--- config.mk ---
export PLATFORM = sky130hd
export DESIGN_NAME = alu_cmd_sequencer_flat
export DESIGN_NICKNAME = d
export VERILOG_FILES = /design/src/rtl/alu_pkg.sv /design/src/rtl/alu_cmd_sequencer_if.sv /design/src/rtl/alu_regfile.sv /design/src/rtl/alu_cmd_sequencer.sv /design/src/flat_wrapper.sv
export SDC_FILE = /design/constraint.sdc
export NUM_CORES = 1
export LEC_CHECK = 0
export CAP_MARGIN = 20
export CORE_MARGIN = 2
export CORE_UTILIZATION = 45
export CTS_CLUSTER_SIZE = 20
export DETAILED_ROUTE_END_ITERATION = 6
export PLACE_DENSITY = 0.77
export SYNTH_ARGS = -nofsm -noshare
export SYNTH_HDL_FRONTEND = slang
export SYNTH_SLANG_ARGS = --single-unit
export TNS_END_PERCENT = 20
--- constraint.sdc ---
create_clock -name clk -period 2.1 [get_ports clk]
set_clock_uncertainty 0.2 [all_clocks]
set_input_delay 0.315 -clock clk [delete_from_list [all_inputs] [get_ports clk]]
set_output_delay 0.315 -clock clk [all_outputs]
set_load 0.05 [all_outputs]
--- src/rtl/alu_pkg.sv ---
// rtl/alu_pkg.sv - shared opcodes and sequencer state encoding
package alu_pkg;

  localparam logic [3:0] OP_ANDR = 4'b0000;
  localparam logic [3:0] OP_XORR = 4'b0001;
  localparam logic [3:0] OP_ORR  = 4'b0010;
  localparam logic [3:0] OP_AND  = 4'b0011;
  localparam logic [3:0] OP_OR   = 4'b0100;
  localparam logic [3:0] OP_XOR  = 4'b0101;
  localparam logic [3:0] OP_ADD  = 4'b0110;
  localparam logic [3:0] OP_SUB  = 4'b0111;
  localparam logic [3:0] OP_MUL  = 4'b1000;
  localparam logic [3:0] OP_EQ   = 4'b1001;
  localparam logic [3:0] OP_GT   = 4'b1010;
  localparam logic [3:0] OP_LT   = 4'b1011;
  localparam logic [3:0] OP_SHR  = 4'b1100;
  localparam logic [3:0] OP_SHL  = 4'b1101;
  localparam logic [3:0] OP_BIC  = 4'b1110;
  localparam logic [3:0] OP_NOT  = 4'b1111;

  typedef enum logic [1:0] {
    ST_IDLE  = 2'd0,
    ST_ISSUE = 2'd1,
    ST_RESP  = 2'd2
  } seq_state_t;

endpackage

--- src/rtl/alu_cmd_sequencer_if.sv ---
// rtl/alu_cmd_sequencer_if.sv - command, ALU, response and debug signal bundle
interface alu_cmd_sequencer_if #(
  parameter int REG_AW = 2
);

  logic              cmd_valid;
  logic              cmd_ready;
  logic              cmd_load;
  logic [3:0]        cmd_opcode;
  logic [REG_AW-1:0] cmd_dst;
  logic [REG_AW-1:0] cmd_srca;
  logic [REG_AW-1:0] cmd_srcb;
  logic              cmd_imm_en;
  logic [7:0]        cmd_imm;

  logic [7:0]        alu_a;
  logic [7:0]        alu_b;
  logic [3:0]        alu_opcode;
  logic [7:0]        alu_result;
  logic [7:0]        alu_carry;

  logic              rsp_valid;
  logic              rsp_ready;
  logic [7:0]        rsp_result;
  logic [7:0]        rsp_carry;

  logic [REG_AW-1:0] dbg_sel;
  logic [7:0]        dbg_data;

  modport slave (
    input  cmd_valid, cmd_load, cmd_opcode, cmd_dst, cmd_srca, cmd_srcb,
           cmd_imm_en, cmd_imm, alu_result, alu_carry, rsp_ready, dbg_sel,
    output cmd_ready, alu_a, alu_b, alu_opcode, rsp_valid, rsp_result,
           rsp_carry, dbg_data
  );

  modport master (
    output cmd_valid, cmd_load, cmd_opcode, cmd_dst, cmd_srca, cmd_srcb,
           cmd_imm_en, cmd_imm, alu_result, alu_carry, rsp_ready, dbg_sel,
    input  cmd_ready, alu_a, alu_b, alu_opcode, rsp_valid, rsp_result,
           rsp_carry, dbg_data
  );

endinterface

--- src/rtl/alu_regfile.sv ---
// rtl/alu_regfile.sv - NREGS x 8 register file, one write port, three read ports
module alu_regfile #(
  parameter int REG_AW = 2
) (
  input  logic              clk,
  input  logic              rst_n,
  input  logic              we,
  input  logic [REG_AW-1:0] waddr,
  input  logic [7:0]        wdata,
  input  logic [REG_AW-1:0] raddr_a,
  output logic [7:0]        rdata_a,
  input  logic [REG_AW-1:0] raddr_b,
  output logic [7:0]        rdata_b,
  input  logic [REG_AW-1:0] raddr_d,
  output logic [7:0]        rdata_d
);

  localparam int NREGS = 2 ** REG_AW;

  logic [7:0] regs [NREGS];

  always_ff @(posedge clk or negedge rst_n) begin
    if (!rst_n) begin
      for (int i = 0; i < NREGS; i++) regs[i] <= 8'h00;
    end else if (we) begin
      regs[waddr] <= wdata;
    end
  end

  assign rdata_a = regs[raddr_a];
  assign rdata_b = regs[raddr_b];
  assign rdata_d = regs[raddr_d];

endmodule

--- src/rtl/alu_cmd_sequencer.sv ---
// rtl/alu_cmd_sequencer.sv - command sequencer feeding an external 8-bit ALU
module alu_cmd_sequencer
  import alu_pkg::*;
#(
  parameter int REG_AW = 2
) (
  input  logic                clk,
  input  logic                rst_n,
  alu_cmd_sequencer_if.slave  bus
);

  seq_state_t        state, state_nxt;
  logic [REG_AW-1:0] dst_q;
  logic              rf_we;
  logic [REG_AW-1:0] rf_waddr;
  logic [7:0]        rf_wdata;
  logic [7:0]        rd_a, rd_b;

  alu_regfile #(.REG_AW(REG_AW)) u_regfile (
    .clk     (clk),
    .rst_n   (rst_n),
    .we      (rf_we),
    .waddr   (rf_waddr),
    .wdata   (rf_wdata),
    .raddr_a (bus.cmd_srca),
    .rdata_a (rd_a),
    .raddr_b (bus.cmd_srcb),
    .rdata_b (rd_b),
    .raddr_d (bus.dbg_sel),
    .rdata_d (bus.dbg_data)
  );

  assign bus.cmd_ready = (state == ST_IDLE);

  always_ff @(posedge clk or negedge rst_n) begin
    if (!rst_n) state <= ST_IDLE;
    else        state <= state_nxt;
  end

  // Operands are sampled at acceptance, so a write from the same command never aliases them.
  always_comb begin
    state_nxt = state;
    rf_we     = 1'b0;
    rf_waddr  = dst_q;
    rf_wdata  = bus.alu_result;
    case (state)
      ST_IDLE: begin
        if (bus.cmd_valid) begin
          if (bus.cmd_load) begin
            rf_we     = 1'b1;
            rf_waddr  = bus.cmd_dst;
            rf_wdata  = bus.cmd_imm;
            state_nxt = ST_RESP;
          end else begin
            state_nxt = ST_ISSUE;
          end
        end
      end
      ST_ISSUE: begin
        rf_we     = 1'b1;
        state_nxt = ST_RESP;
      end
      ST_RESP: begin
        if (bus.rsp_ready) state_nxt = ST_IDLE;
      end
      default: state_nxt = ST_IDLE;
    endcase
  end

  always_ff @(posedge clk or negedge rst_n) begin
    if (!rst_n) begin
      bus.alu_a      <= 8'h00;
      bus.alu_b      <= 8'h00;
      bus.alu_opcode <= 4'h0;
      bus.rsp_valid  <= 1'b0;
      bus.rsp_result <= 8'h00;
      bus.rsp_carry  <= 8'h00;
      dst_q          <= '0;
    end else begin
      case (state)
        ST_IDLE: begin
          if (bus.cmd_valid) begin
            if (bus.cmd_load) begin
              bus.rsp_result <= bus.cmd_imm;
              bus.rsp_carry  <= 8'h00;
              bus.rsp_valid  <= 1'b1;
            end else begin
              bus.alu_a      <= rd_a;
              bus.alu_b      <= bus.cmd_imm_en ? bus.cmd_imm : rd_b;
              bus.alu_opcode <= bus.cmd_opcode;
              dst_q          <= bus.cmd_dst;
            end
          end
        end
        ST_ISSUE: begin
          bus.rsp_result <= bus.alu_result;
          bus.rsp_carry  <= bus.alu_carry;
          bus.rsp_valid  <= 1'b1;
        end
        ST_RESP: begin
          if (bus.rsp_ready) bus.rsp_valid <= 1'b0;
        end
        default: ;
      endcase
    end
  end

endmodule
--- src/flat_wrapper.sv ---
// flat-port wrapper written by rule: the top's interface ports become plain ports
module alu_cmd_sequencer_flat import alu_pkg::*;
#(
  parameter int REG_AW = 2
)
  (clk, rst_n, bus_cmd_valid, bus_cmd_load, bus_cmd_opcode, bus_cmd_dst, bus_cmd_srca, bus_cmd_srcb, bus_cmd_imm_en, bus_cmd_imm, bus_alu_result, bus_alu_carry, bus_rsp_ready, bus_dbg_sel, bus_cmd_ready, bus_alu_a, bus_alu_b, bus_alu_opcode, bus_rsp_valid, bus_rsp_result, bus_rsp_carry, bus_dbg_data);
  alu_cmd_sequencer_if #(.REG_AW(REG_AW)) bus_i ();
  input  logic clk;
  input  logic rst_n;
  input wire logic [$bits(bus_i.cmd_valid)-1:0] bus_cmd_valid;
  input wire logic [$bits(bus_i.cmd_load)-1:0] bus_cmd_load;
  input wire logic [$bits(bus_i.cmd_opcode)-1:0] bus_cmd_opcode;
  input wire logic [$bits(bus_i.cmd_dst)-1:0] bus_cmd_dst;
  input wire logic [$bits(bus_i.cmd_srca)-1:0] bus_cmd_srca;
  input wire logic [$bits(bus_i.cmd_srcb)-1:0] bus_cmd_srcb;
  input wire logic [$bits(bus_i.cmd_imm_en)-1:0] bus_cmd_imm_en;
  input wire logic [$bits(bus_i.cmd_imm)-1:0] bus_cmd_imm;
  input wire logic [$bits(bus_i.alu_result)-1:0] bus_alu_result;
  input wire logic [$bits(bus_i.alu_carry)-1:0] bus_alu_carry;
  input wire logic [$bits(bus_i.rsp_ready)-1:0] bus_rsp_ready;
  input wire logic [$bits(bus_i.dbg_sel)-1:0] bus_dbg_sel;
  output wire logic [$bits(bus_i.cmd_ready)-1:0] bus_cmd_ready;
  output wire logic [$bits(bus_i.alu_a)-1:0] bus_alu_a;
  output wire logic [$bits(bus_i.alu_b)-1:0] bus_alu_b;
  output wire logic [$bits(bus_i.alu_opcode)-1:0] bus_alu_opcode;
  output wire logic [$bits(bus_i.rsp_valid)-1:0] bus_rsp_valid;
  output wire logic [$bits(bus_i.rsp_result)-1:0] bus_rsp_result;
  output wire logic [$bits(bus_i.rsp_carry)-1:0] bus_rsp_carry;
  output wire logic [$bits(bus_i.dbg_data)-1:0] bus_dbg_data;
  assign bus_i.cmd_valid = bus_cmd_valid;
  assign bus_i.cmd_load = bus_cmd_load;
  assign bus_i.cmd_opcode = bus_cmd_opcode;
  assign bus_i.cmd_dst = bus_cmd_dst;
  assign bus_i.cmd_srca = bus_cmd_srca;
  assign bus_i.cmd_srcb = bus_cmd_srcb;
  assign bus_i.cmd_imm_en = bus_cmd_imm_en;
  assign bus_i.cmd_imm = bus_cmd_imm;
  assign bus_i.alu_result = bus_alu_result;
  assign bus_i.alu_carry = bus_alu_carry;
  assign bus_i.rsp_ready = bus_rsp_ready;
  assign bus_i.dbg_sel = bus_dbg_sel;
  assign bus_cmd_ready = bus_i.cmd_ready;
  assign bus_alu_a = bus_i.alu_a;
  assign bus_alu_b = bus_i.alu_b;
  assign bus_alu_opcode = bus_i.alu_opcode;
  assign bus_rsp_valid = bus_i.rsp_valid;
  assign bus_rsp_result = bus_i.rsp_result;
  assign bus_rsp_carry = bus_i.rsp_carry;
  assign bus_dbg_data = bus_i.dbg_data;
  alu_cmd_sequencer #(.REG_AW(REG_AW)) u_core (.clk(clk), .rst_n(rst_n), .bus(bus_i));
endmodule
* Word-level counts from Yosys, hierarchy flattened
Index checks and enable logic that the tools add are counted.
** Word-level totals
- Register bits after elaboration :: 73
- Input port bits :: 42
- Word-level logic and storage cells :: 71
** Cells by class
- Magnitude comparators :: 5
- Equality and inequality tests :: 5
- Muxes and demuxes :: 36
- Bitwise gates (word level) :: 5
- Reductions and logical operators :: 8
** Operator list (number)
- 2-to-1 mux 8 bit :: 15
- binary-select mux 8 bit (select 2 bit) :: 3
- bitwise mux 32 bit :: 1
- case mux 8 bit (2 select lines) :: 2
- demux 8 bit (select 2 bit) :: 1
- greater-or-equal comparator 3 bit (second input constant) :: 4
- 2-to-1 mux 2 bit :: 6
- NOT 2 -> 3 bit :: 4
- inequality test 2 bit (second input constant) :: 3
- case mux 2 bit (3 select lines) :: 1
- AND reduction 3 bit :: 2
- 2-to-1 mux 1 bit :: 5
- AND reduction 4 bit :: 1
- less-than comparator 3 x 1 -> 1 bit (second input constant) :: 1
- case mux 1 bit (3 select lines) :: 1
- nonzero test 3 bit :: 1
- equality test 2 x 1 -> 1 bit (second input constant) :: 1
- equality test 2 bit (second input constant) :: 1
- zero test 2 bit :: 1
- case mux 1 bit (2 select lines) :: 1
- AND reduction 2 bit :: 1
- nonzero test 2 bit :: 1
- logical AND 1 bit :: 1
- NOT 1 bit :: 1

* Depth between registers and ports, before layout
- Word-level depth :: 9
- Depth in mapped cells :: 7
- Depth with buffers taken out :: 4

* Modules after synthesis
From an unflattened synthesis, not the netlist that was laid out.
** Second synthesis, totals
- Cells, all modules :: 229
- Area total of the unflattened synthesis :: 3627.2 sq um
** By module, submodules not included
- alu_cmd_sequencer :: instances 1, cells each 131, area an instance 1848.0 sq um, seq. area each 1026.0 sq um
- alu_regfile :: instances 1, cells each 98, area an instance 1779.2 sq um, seq. area each 800.8 sq um

* Worst setup path before layout
Ideal clock, no wire load.
- Kind :: register to register
- From :: register u_core.state[1]
- To :: register u_core.u_regfile.regs[0] (netlist name)
- Arrival :: 1842 ps
- Required time :: 1775 ps
- Setup slack :: -67 ps
- Cell stages (with the launch flop) :: 8
- Buffers on the path :: 3
- Cells stage by stage :: dfrtp_1 buf_2 and4bb_2 buf_6 mux2i_4 nand2b_1 buf_2 mux2_2
** On the way
- Longest elaborated chain between the ends :: 8
** Ends and longest elaborated chain
- from (decl) :: RTL line alu_cmd_sequencer.sv:12 : seq_state_t state, state_nxt;
- from (signal assigned) :: RTL line alu_cmd_sequencer.sv:37 : else state <= state_nxt;
- zero test 2 bit :: RTL line alu_cmd_sequencer.sv:46 : case (state)
- 2-to-1 mux 2 bit :: RTL line alu_cmd_sequencer.sv:46
- NOT 2 -> 3 bit (implied by the code) :: RTL line alu_regfile.sv:26 : regs[waddr] <= wdata;
- greater-or-equal comparator 3 bit (implied by the code) / less-than comparator 3 x 1 -> 1 bit (equally long branches) :: RTL line alu_regfile.sv:26
- logical AND 1 bit (implied by the code) :: RTL line alu_regfile.sv:26
- 2-to-1 mux 8 bit (implied by the code) :: RTL line alu_regfile.sv:26
- demux 8 bit (select 2 bit) :: RTL line alu_regfile.sv:26
- bitwise mux 32 bit :: RTL line alu_regfile.sv:26
- to (signal, indexed assignment) :: RTL line alu_regfile.sv:26
- to (decl) :: RTL line alu_regfile.sv:20 : logic [7:0] regs [NREGS];
Parallel ways exist; a longest one is shown, timed or not.
A chain may end at the register's enable or synchronous reset.

* Final worst setup path
- From :: input bus_cmd_valid
- To :: register u_core.u_regfile.regs[1] (netlist name)
** On the way
- Longest elaborated chain between the ends :: 8
** Ends and longest elaborated chain
- from (decl) :: RTL line flat_wrapper.sv:10 : input wire logic [$bits(bus_i.cmd_valid)-1:0] bus_cmd_valid;
- 2-to-1 mux 2 bit :: RTL line alu_cmd_sequencer.sv:48 : if (bus.cmd_valid) begin
- 2-to-1 mux 2 bit :: RTL line alu_cmd_sequencer.sv:46
- NOT 2 -> 3 bit (implied by the code) :: RTL line alu_regfile.sv:26
- greater-or-equal comparator 3 bit (implied by the code) / less-than comparator 3 x 1 -> 1 bit (equally long branches) :: RTL line alu_regfile.sv:26
- logical AND 1 bit (implied by the code) :: RTL line alu_regfile.sv:26
- 2-to-1 mux 8 bit (implied by the code) :: RTL line alu_regfile.sv:26
- demux 8 bit (select 2 bit) :: RTL line alu_regfile.sv:26
- bitwise mux 32 bit :: RTL line alu_regfile.sv:26
Parallel ways exist; a longest one is shown, timed or not.

==> reports/results.ini <==
[sta]
period_needed_ns=2.036
hold_ws_ns=0.2584
maxSlewHeadroom_pct=65.09
worstMarginPinSlew_ns=0.5221
rsz0062_at_grt=false
finalSetupViolCount=0
report.final.hold_viol_count=0
finalCritPeriodShare_pct=96.97
max_clock_freq_ghz=0.4911
fin_setup_tns_ns=0
slew_violations=0

[grt]
grt_pass1_wl_um=13540
antenna_found_initial=0
grt_max_degree=34
overflow=0
first_global_vias=2634
track_usage_pct=20.73

[worst_setup_path]
crit_start=bus_cmd_valid
r2r_slack_ns=0.06
required_ns=2.11
path_class=input pin to flip-flop
arrival_ns=2.05
crit-reg2reg-launch=u_core.state[1]
start_kind=input pin
reg2regPathDepth=5
reg2reg_to=u_core.u_regfile.regs[1]
cp-end-kind=flip-flop
critPathCapture=u_core.u_regfile.regs[1]
crit_fanout=8

[clock_tree]
clkTransAtPathRegs_ns=0.07
cts_root_buffer=clkbuf_8
clock_latency_ns=0.33
cts_max_level=3
tritoncts=done
clock_sinks=73
cts-buffers-inserted=9
clockBufferDepth=2

[finish]
antenna_cells=0
utilization_pct=64.26
drive_gt1_share_pct=37.46
syn_to_final_growth_pct=38.00
nNetsFinal=395

[floorplan]
placeableCoreArea_um2=7727
start_util_pct=46.57
die_h_um=93.43
ios=88
die_w_um=93.43
die_area_um2=8728
row_count=32

[synth]
ys.flop_type=dfrtp_1
ys_seq_area_share_pct=50.76
async_reset_ff_share_pct=100.0
synth_edf_count=0
synth-seq-cells=73
synthCells=249
ys_warn_count=0
synth_cell_types=24
syn_area_per_cell_um2=14.45
syn_area_um2=3598
synth_nets=291

[worst_hold_path]
hp-class=input pin to asynchronous set/reset pin

[routing]
avgViaCountPerCell=5.365
wire_per_inst_um=18.07
postRouteAntennaNets=0
first_pass_iters=4
drtIter0Drc=98
vias=2452
drcViolationCount=0
drt-total-wl_um=8257

[run_status]
status=finished, final reports clean

[power]
vdd_drop_max_uv=715.0
cellLeakagePower_nw=2.073
p_per_area_nw_per_um2=1419

[job]
drv_cap=0

[placement]
io_buffer_count=87
hpwl_um=6208
place_congestion=0.8246

where the power goes:
part | internal (mW) | switching (mW)
Clock | 0.507 | 0.463
Sequential | 2.01 | 0.454
Combinational | 1.60 | 2.01
Total | 4.12 | 2.92
cells by family after synthesis:
group,Yosys count,synth area share (%)
AOI/OAI and AO/OA,30,5.146
buffers and inverters,21,2.573
DFF,73,50.76
muxes,94,36.68
and+or+nand+nor,31,4.833
Yosys cell counts, types with 2 or more instances:
library cell / number / area (um^2)
dfrtp_1: 73 / 1827
mux2_2: 53 / 596.8
mux4_2: 24 / 540.5
mux2i_1: 16 / 160.2
nand2_1: 12 / 45.04
o21ai_0: 11 / 55.05
a21oi_1: 10 / 50.05
clkbuf_1: 10 / 37.54
nor2_1: 10 / 37.54
a22o_1: 8 / 70.07
buf_2: 5 / 25.02
buf_1: 3 / 11.26
inv_1: 2 / 7.510
nand2b_1: 2 / 12.51
state kept, by name, indices dropped and copies added, names as in the netlist:
name and cells:
u_core.bus.rsp_carry 8, u_core.bus.alu_a 8, u_core.bus.alu_opcode 4, u_core.bus.alu_b 8
u_core.u_regfile.regs 32, u_core.dst_q 2, u_core.bus.rsp_result 8, u_core.state 2
u_core.bus.rsp_valid 1
layout make-up:
cell class | instances | area, um^2
Multi-Input combinational cell | 155 | 1688
Sequential cell | 73 | 1827
Timing Repair Buffer | 112 | 1147
Inverter | 2 | 7.507
Clock buffer | 13 | 168.9
Tap cell | 102 | 127.6
Fill cell | 592 | 2761
repair_timing:
item | 4_1_cts | 5_1_grt
gates resized for setup | 7 | 0
hold endpoints to repair | 31 | 0
setup endpoints to repair | 8 | 0
hold buffers | 1 | 0
buffers inserted | 0 | 0
cells in the final DEF (no fill, tap or decap), types with 2 or more instances in the layout:
master,n
clkbuf_8,12
dfrtp_1,73
a22o_1,8
nand2_1,12
nor2_1,10
mux4_2,24
nand2b_1,2
buf_12,8
a21oi_1,10
o21ai_0,11
clkdlybuf4s50_1,72
mux2i_1,16
buf_4,25
buf_6,4
inv_1,2
mux2_2,53
worst min path at each step:
stage	from	slack, ns	end	cells past startpoint
after floorplan	rst_n	-0.18	u_core.bus.alu_a[0]	0
after global placement	rst_n	0.09	u_core.bus.alu_opcode[1]	1
after detailed placement	rst_n	0.09	u_core.bus.alu_opcode[3]	1
after CTS	rst_n	0.26	u_core.bus.alu_opcode[3]	2
after global routing	rst_n	0.27	u_core.bus.alu_opcode[1]	2
final	rst_n	0.26	u_core.bus.alu_opcode[1]	2
worst max-delay path, stage by stage:
cell and delay [ns]:
clkdlybuf4s50_1 0.47, and4bb_2 0.29, mux2i_4 0.31, nand2b_1 0.19
buf_12 0.13, mux2_2 0.33
layer usage:
layer	global-route usage (%)	vias up	wire length [um]	part of all wire (%)
met1	28.00	1218	3715	45
met4	8.333	0	68	0.82
met2	32.97	82	3943	48
met5	0	-	0	0
met3	4.271	6	529	6.4
li1	-	1146	-	-
stage by stage:
stage	cells	power, mW	instance area, um^2	worst slack (ns)
after floorplan	249	4.854	3607	-0.01300
after global placement	443	5.971	4766	-0.2491
after detailed placement	443	6.058	4766	-0.2884
after CTS	457	7.090	4966	0.03722
after global routing	457	7.416	4966	0.009963
final	457	7.047	4966	0.06361
Note: power is estimated with default switching activity, not from simulation.
